`src/rtl/counter_timer_low_wb.sv`:
```
// Low-word 32-bit counter/timer with a Wishbone register port.
// Runs standalone, or as the low half of a 64-bit counter chained to the
// high-word block through strobe / is_offset / stop_out / stop_in / enable_in.
module counter_timer_low_wb #(
    parameter logic [31:0] BASE_ADR = 32'h2300_0000,
    parameter logic [7:0]  CONFIG   = 8'h00,
    parameter logic [7:0]  VALUE    = 8'h04,
    parameter logic [7:0]  DATA     = 8'h08
) (
    input  logic        wb_clk_i,
    input  logic        wb_rst_i,
    input  logic [31:0] wb_adr_i,
    input  logic [31:0] wb_dat_i,
    input  logic [3:0]  wb_sel_i,
    input  logic        wb_we_i,
    input  logic        wb_cyc_i,
    input  logic        wb_stb_i,
    output logic        wb_ack_o,
    output logic [31:0] wb_dat_o,
    input  logic        enable_in,
    input  logic        stop_in,
    output logic        strobe,
    output logic        is_offset,
    output logic        stop_out,
    output logic        enable_out,
    output logic        irq
);

    typedef enum logic [1:0] {
        IDLE = 2'd0,
        RUN  = 2'd1,
        DONE = 2'd2
    } state_t;

    state_t      state_q, state_d;
    logic [4:0]  cfg;
    logic [31:0] value_reg;
    logic [31:0] value_cur, cur_d;
    logic        stop_d, strobe_d;
    logic        stop_out_q;
    logic [31:0] data_merged;

    logic valid, sel_cfg, sel_val, sel_dat;
    logic cfg_wr, val_wr, dat_wr;
    logic ena, oneshot, updown, chain, irq_ena;
    logic loc_enable, at_match, terminal, wrap;

    assign ena     = cfg[0];
    assign oneshot = cfg[1];
    assign updown  = cfg[2];
    assign chain   = cfg[3];
    assign irq_ena = cfg[4];

    assign valid   = wb_stb_i & wb_cyc_i;
    assign sel_cfg = (wb_adr_i == (BASE_ADR | {24'h0, CONFIG}));
    assign sel_val = (wb_adr_i == (BASE_ADR | {24'h0, VALUE}));
    assign sel_dat = (wb_adr_i == (BASE_ADR | {24'h0, DATA}));

    assign wb_ack_o = valid & (sel_cfg | sel_val | sel_dat);
    assign cfg_wr   = valid & wb_we_i & sel_cfg;
    assign val_wr   = valid & wb_we_i & sel_val;
    assign dat_wr   = valid & wb_we_i & sel_dat;

    assign wb_dat_o = sel_cfg ? {27'h0, cfg} :
                      sel_val ? value_reg : value_cur;

    assign loc_enable = ena & (chain ? enable_in : 1'b1);
    assign enable_out = ena;

    // Up counts to VALUE, down counts to zero; in chained mode the high
    // word must also be at its terminal value.
    assign at_match  = updown ? (value_cur == value_reg) : (value_cur == '0);
    assign terminal  = at_match & (chain ? stop_in : 1'b1);
    assign wrap      = updown ? (value_cur == '1) : (value_cur == '0);
    assign is_offset = chain & updown & (value_cur == '1) & (state_q == RUN);

    // Byte-lane merge of a DATA write into the running count
    always_comb begin
        data_merged = value_cur;
        for (int unsigned b = 0; b < 4; b++) begin
            if (wb_sel_i[b]) data_merged[8*b +: 8] = wb_dat_i[8*b +: 8];
        end
    end

    // CONFIG (lane 0 only) and VALUE (per lane) register writes
    always_ff @(posedge wb_clk_i or posedge wb_rst_i) begin
        if (wb_rst_i) begin
            cfg       <= '0;
            value_reg <= '0;
        end else begin
            if (cfg_wr && wb_sel_i[0]) cfg <= wb_dat_i[4:0];
            if (val_wr) begin
                for (int unsigned b = 0; b < 4; b++) begin
                    if (wb_sel_i[b]) value_reg[8*b +: 8] <= wb_dat_i[8*b +: 8];
                end
            end
        end
    end

    // Next-state, next-count and chain-output logic
    always_comb begin
        state_d  = state_q;
        cur_d    = value_cur;
        stop_d   = stop_out;
        strobe_d = 1'b0;
        if (!loc_enable) begin
            state_d = IDLE;
            stop_d  = 1'b0;
        end else begin
            case (state_q)
                IDLE: begin
                    state_d = RUN;
                    cur_d   = updown ? '0 : value_reg;
                    stop_d  = 1'b0;
                end
                RUN: begin
                    if (terminal) begin
                        stop_d = 1'b1;
                        if (oneshot) state_d = DONE;
                        else         cur_d   = updown ? '0 : value_reg;
                    end else begin
                        cur_d    = updown ? value_cur + 32'd1 : value_cur - 32'd1;
                        stop_d   = 1'b0;
                        strobe_d = chain & wrap;
                    end
                end
                DONE: begin
                    stop_d = 1'b1;
                    if (cfg_wr && wb_sel_i[0] && wb_dat_i[0]) begin
                        state_d = IDLE;
                        stop_d  = 1'b0;
                    end
                end
                default: begin
                    state_d = IDLE;
                    stop_d  = 1'b0;
                end
            endcase
        end
        // A bus write to DATA wins over counting and freezes the FSM for the cycle
        if (dat_wr) begin
            state_d  = state_q;
            cur_d    = data_merged;
            stop_d   = stop_out;
            strobe_d = 1'b0;
        end
    end

    // FSM state and counter datapath registers
    always_ff @(posedge wb_clk_i or posedge wb_rst_i) begin
        if (wb_rst_i) begin
            state_q   <= IDLE;
            value_cur <= '0;
            stop_out  <= 1'b0;
            strobe    <= 1'b0;
        end else begin
            state_q   <= state_d;
            value_cur <= cur_d;
            stop_out  <= stop_d;
            strobe    <= strobe_d;
        end
    end

    // One-cycle interrupt on each rising edge of stop_out
    always_ff @(posedge wb_clk_i or posedge wb_rst_i) begin
        if (wb_rst_i) begin
            stop_out_q <= 1'b0;
            irq        <= 1'b0;
        end else begin
            stop_out_q <= stop_out;
            irq        <= irq_ena & stop_out & ~stop_out_q;
        end
    end

endmodule

```
`config.mk`:
```
export PLATFORM = sky130hd
export DESIGN_NAME = counter_timer_low_wb
export DESIGN_NICKNAME = d
export VERILOG_FILES = /design/src/rtl/counter_timer_low_wb.sv
export SDC_FILE = /design/constraint.sdc
export NUM_CORES = 1
export LEC_CHECK = 0
export BUFFER_PORTS_ARGS = -buffer_cell sky130_fd_sc_hd__buf_2
export CELL_PAD_IN_SITES_DETAIL_PLACEMENT = 1
export CELL_PAD_IN_SITES_GLOBAL_PLACEMENT = 1
export CORE_MARGIN = 1
export CORE_UTILIZATION = 43
export DETAILED_ROUTE_END_ITERATION = 8
export PLACE_DENSITY = 0.8
export SYNTH_ARGS = -nofsm -noshare
export SYNTH_HDL_FRONTEND = slang
export SYNTH_SLANG_ARGS = --single-unit
```
`constraint.sdc`:
```
create_clock -name wb_clk_i -period 5.25 [get_ports wb_clk_i]
set_input_delay 0.7875 -clock wb_clk_i [delete_from_list [all_inputs] [get_ports wb_clk_i]]
set_output_delay 0.7875 -clock wb_clk_i [all_outputs]
set_load 0.02 [all_outputs]
```
==> results <==
- Data arrives at the worst endpoint at 4470 ps.
- The die area is 15600 µm².
- The checks that failed: design-rule violations.
- The total net switching power is 0.298 mW.
- The number of DRC violations after detailed-routing iteration 0 is 371.
- In the synthesized netlist, the number of instances is 754.
- The combined area of all synthesized cells is 6510 µm².
- Post-CTS timing repair inserted 0 buffers for setup.
- Across the whole layout, storage elements account for 1880 µm².
- TritonCTS built the clock tree.
- The H-tree depth is 3.
- The number of antenna diodes is 0.
- For the final routed database, the setup TNS stands at 0 ps.
- Summing all multi-input logic gate instances after layout gives between 4000 and 5000 µm².
- For this run, the top clock speed supported by timing is between 200 and 250 MHz.
- The final setup skew is 5.97 ps.
- The endpoint class of the critical path is a flop.
- The final hold slack is just over 400 ps.
- The count of different cell masters after synthesis is 70.
- The floorplan step set the die width to 125 µm.
- The critical path's slowest cell is inv_2.
- The number of clock sinks is between 70 and 80.
- In this run the clock root is driven by a clkbuf_16.
- The first global-routing pass estimated 36.6 mm of wire.
- In this run, synthesis inferred 0 flip-flops with an integrated enable.
- The number of global-route vias before repair is 6854.
- The number of hold buffers added after CTS was 0.
- The stage delay of the slowest cell on the critical path is 690 ps.
- The number of antenna violations at the first check in global routing is 0.
- The normalized max-slew margin is 14.8%.
- The clock-pin transition on the worst setup and hold timing paths is around 60 ps.
- The vertical extent of the die is 125 µm.
- The number of failing setup endpoints in the final timing report is 0.
- The largest voltage drop on the vdd net is between 0.1 and 0.15 mV.
- The post-synthesis register bit count is 75.
- The max capacitance violation total is 0.
- The combinational fraction of design power is 4.1%.
- The final period demand of the worst path is 4220 ps.
- The maximum clock insertion buffer count is 2.
- The max-slew violation total from the final report is 0.
- The total of buffers placed on input and output ports is between 100 and 150.
- The total placed instance area is 7210 µm².
- The instance count along the most critical hold path is 1.
- Across every metal layer, demand over resource in global routing totals 29.9%.
- For the pin with the worst max-slew slack, the measured transition is 1270 ps.
- The average cell area after synthesis is 8.64 µm².
- Walking the worst path, the cells encountered are inv_2, ha_1, a21oi_1, nand2_1, a211oi_1, a21oi_1, o311a_1, o21ai_0, mux2i_1, nor2_1, o41ai_1.
- The global-route congestion overflow total is 0.
- The number of filler instances in the final layout is 1750.
- The final layout contains routed wiring with a total length of 22.7 mm.
- The data required time of the critical path is ~5500 ps.
- The number of synthesis warnings is 0.
- The worst setup path is launched from a flop.
- After the last flow step, the layout net total stands at 960.
- In the routed design, unresolved DRC markers number 8.
- With fillers left out, the area of the finished cells amounts to 7500 µm².
- The number of gates resized after cts is 0.
- In the final layout, the share of cells above drive strength 1 is 23.7%.
- The post-synth net total is 864.
- For this design the static power due to leakage is 3.42 nW.
- The number of cells on the worst reg-to-reg path is 11.
- The placeable core region is 14600 µm².
- The I/O pin total is ~110.
- The portion of the clock cycle consumed by the worst path in the final layout is just over 80%.
- Sequential elements use slightly below 30% of the synthesized area.
- Of all flip-flops after synthesis, the portion carrying an async set or reset was 100%.
- The critical-path maximum fanout is 45.
- The number of hold-slack violations in the final timing report came to 0.
- The sequential share of power is 45.7%.
- For this run, the detailed router's first-pass iteration total came to 6.
- Summed over all nets, the half-perimeter wirelength after detailed placement is 16.9 mm.
- The least setup slack across all paths after layout is between 1000 and 1500 ps.
- The power density over cell area is between 150 and 200 nW/µm².
- The worst hold path belongs to the class flop to flop.
- Cell internal power was estimated by the tool at around 0.97 mW.
- The initial standard-cell utilization of the core is 44.5%.
- Once detail routing completed, the nets flagged for antenna violations numbered 0.
- Dividing the detail-routed via count by the number of cells gives about 6.2.
- In this run the core area contains 44 standard-cell rows.
- The congestion estimate from routability-driven global placement came to 0.923.
- The run finished, with violations left.
- Cells fill 51.2% of the core in the end.
- The clock latency of the later-clocked register in the worst-skew pair is 360 ps.
- Counting the buffers created by CTS gives 9.
- The area growth from synthesis to layout is 15.2%.
- The worst setup path category is flop to flop.
- The worst-case setup slack after placement is 1340 ps.
- The share of total power in the clock network is 50.2%.
- Setup repair after global routing left no endpoint under its margin.
- The largest net degree at the start of global routing is 46.
- The cell occurring most often along the worst timing path is a21oi_1.
- The fraction of power spent switching nets is 23.5%.
- The detailed-route wire length per cell is 21.8 µm.
- The most used flip-flop cell after synthesis is dfrtp_1.
- The count of vias placed by the detailed router is 6440.
[logic make-up after synthesis]
| kind of cell | after synthesis | share of synthesized area, % |
|---|---|---|
| fa+ha+maj | 35 | 6.84 |
| simple gates | 273 | 20.8 |
| flops | 75 | 28.8 |
| compound gates | 186 | 19.6 |
| buf+inv | 53 | 3.75 |
| xor+xnor | 50 | 6.84 |
| mux | 82 | 13.4 |
[placed cells by master, fill, tap and decap left out, drive strengths merged, types with 5 or more instances in the layout]
cell type and instances:
a21oi 36, dfrtp 75, nor4 20, nor2 98, o21ai 43, a31oi 14, clkbuf 9, a21o 10
mux2 40, nor3 9, nand2 59, o21a 5, mux2i 42, or3 8, xor2 10, buf 121
nand4 27, a211oi 10, a311oi 8, and3 10, nand3 14, a31o 5, o211ai 12, nand2b 6
inv 18, o31ai 7, xnor2 40, ha 34
[layer usage]
layer / vias to the layer above / GRT usage [%] / wire [µm]
met5: - / 0 / 0
met4: 0 / 13.6 / 585
met2: 164 / 49.7 / 11000
met1: 3222 / 38.3 / 10000
met3: 46 / 4.41 / 1080
li1: 3008 / - / -
[layout make-up]
| cell class | count | area share (%) |
|---|---|---|
| tap | 184 | 3.07 |
| clock inverter | 6 | 0.884 |
| timing repair buffer | 121 | 8.37 |
| sequential | 75 | 25.0 |
| clock buffer | 9 | 3.00 |
| inverter | 17 | 0.850 |
| multi-input combinational | 626 | 58.8 |
[critical path, delay by kind of cell (launching register included)]
| family | cells | cell delay [ps] |
|---|---|---|
| simple gates | 2 | 170 |
| mux | 1 | 290 |
| fa+ha+maj | 1 | 430 |
| buf+inv | 1 | 690 |
| compound gates | 6 | 1980 |
| flops | 1 | 520 |
[metrics by stage]
step | total power [mW] | std cells
6_report | 1.26 | 1038
5_1_grt | 1.30 | 1038
4_1_cts | 1.28 | 1038
3_5_place_dp | 0.642 | 1023
3_3_place_gp | 0.638 | 1023
2_1_floorplan | 0.600 | 754
[power by group through the flow]
stage / combinational, mW / clock (mW) / sequential (mW)
final: 0.0519 / 0.634 / 0.578
after CTS: 0.0533 / 0.646 / 0.578
after detailed placement: 0.0533 / 0 / 0.589
after floorplan: 0.0118 / 0 / 0.589
after global placement: 0.0498 / 0 / 0.589
after global routing: 0.0579 / 0.662 / 0.578
[cell usage after synthesis, types with 10 or more instances]
cell type  number  share of area, %
inv_1          17              0.98
nor4_1         18               1.7
mux2i_1        42               6.5
buf_2          14               1.1
a31oi_1        14               1.3
o211ai_1       12               1.4
nand2_1        59               3.4
xor2_1         10               1.3
nand3_1        14               1.1
ha_1           34               6.5
xnor2_1        39               5.2
clkbuf_1       17              0.98
o21ai_0        37               2.8
and3_1         10              0.96
mux2_2         40               6.9
nand4_1        27               2.6
dfrtp_1        75                29
a21oi_1        34               2.6
nor2_1         96               5.5
[path summary, 6_finish.rpt]
kind	slack (ps)	to	start
worst max register to register	1030	value_cur[22]$_DFFE_PP0P_	cfg[2]$_DFFE_PP0N_
min in group asynchronous	580	value_reg[0]$_DFFE_PP0P_	wb_rst_i
worst min register to register	420	irq$_DFF_PP0_	stop_out_q$_DFF_PP0_
worst max-delay path	1030	value_cur[22]$_DFFE_PP0P_	cfg[2]$_DFFE_PP0N_
worst min-delay path	420	irq$_DFF_PP0_	stop_out_q$_DFF_PP0_
max in group asynchronous	3570	value_reg[17]$_DFFE_PP0P_	wb_rst_i
Power figures use the tool's default switching activity.
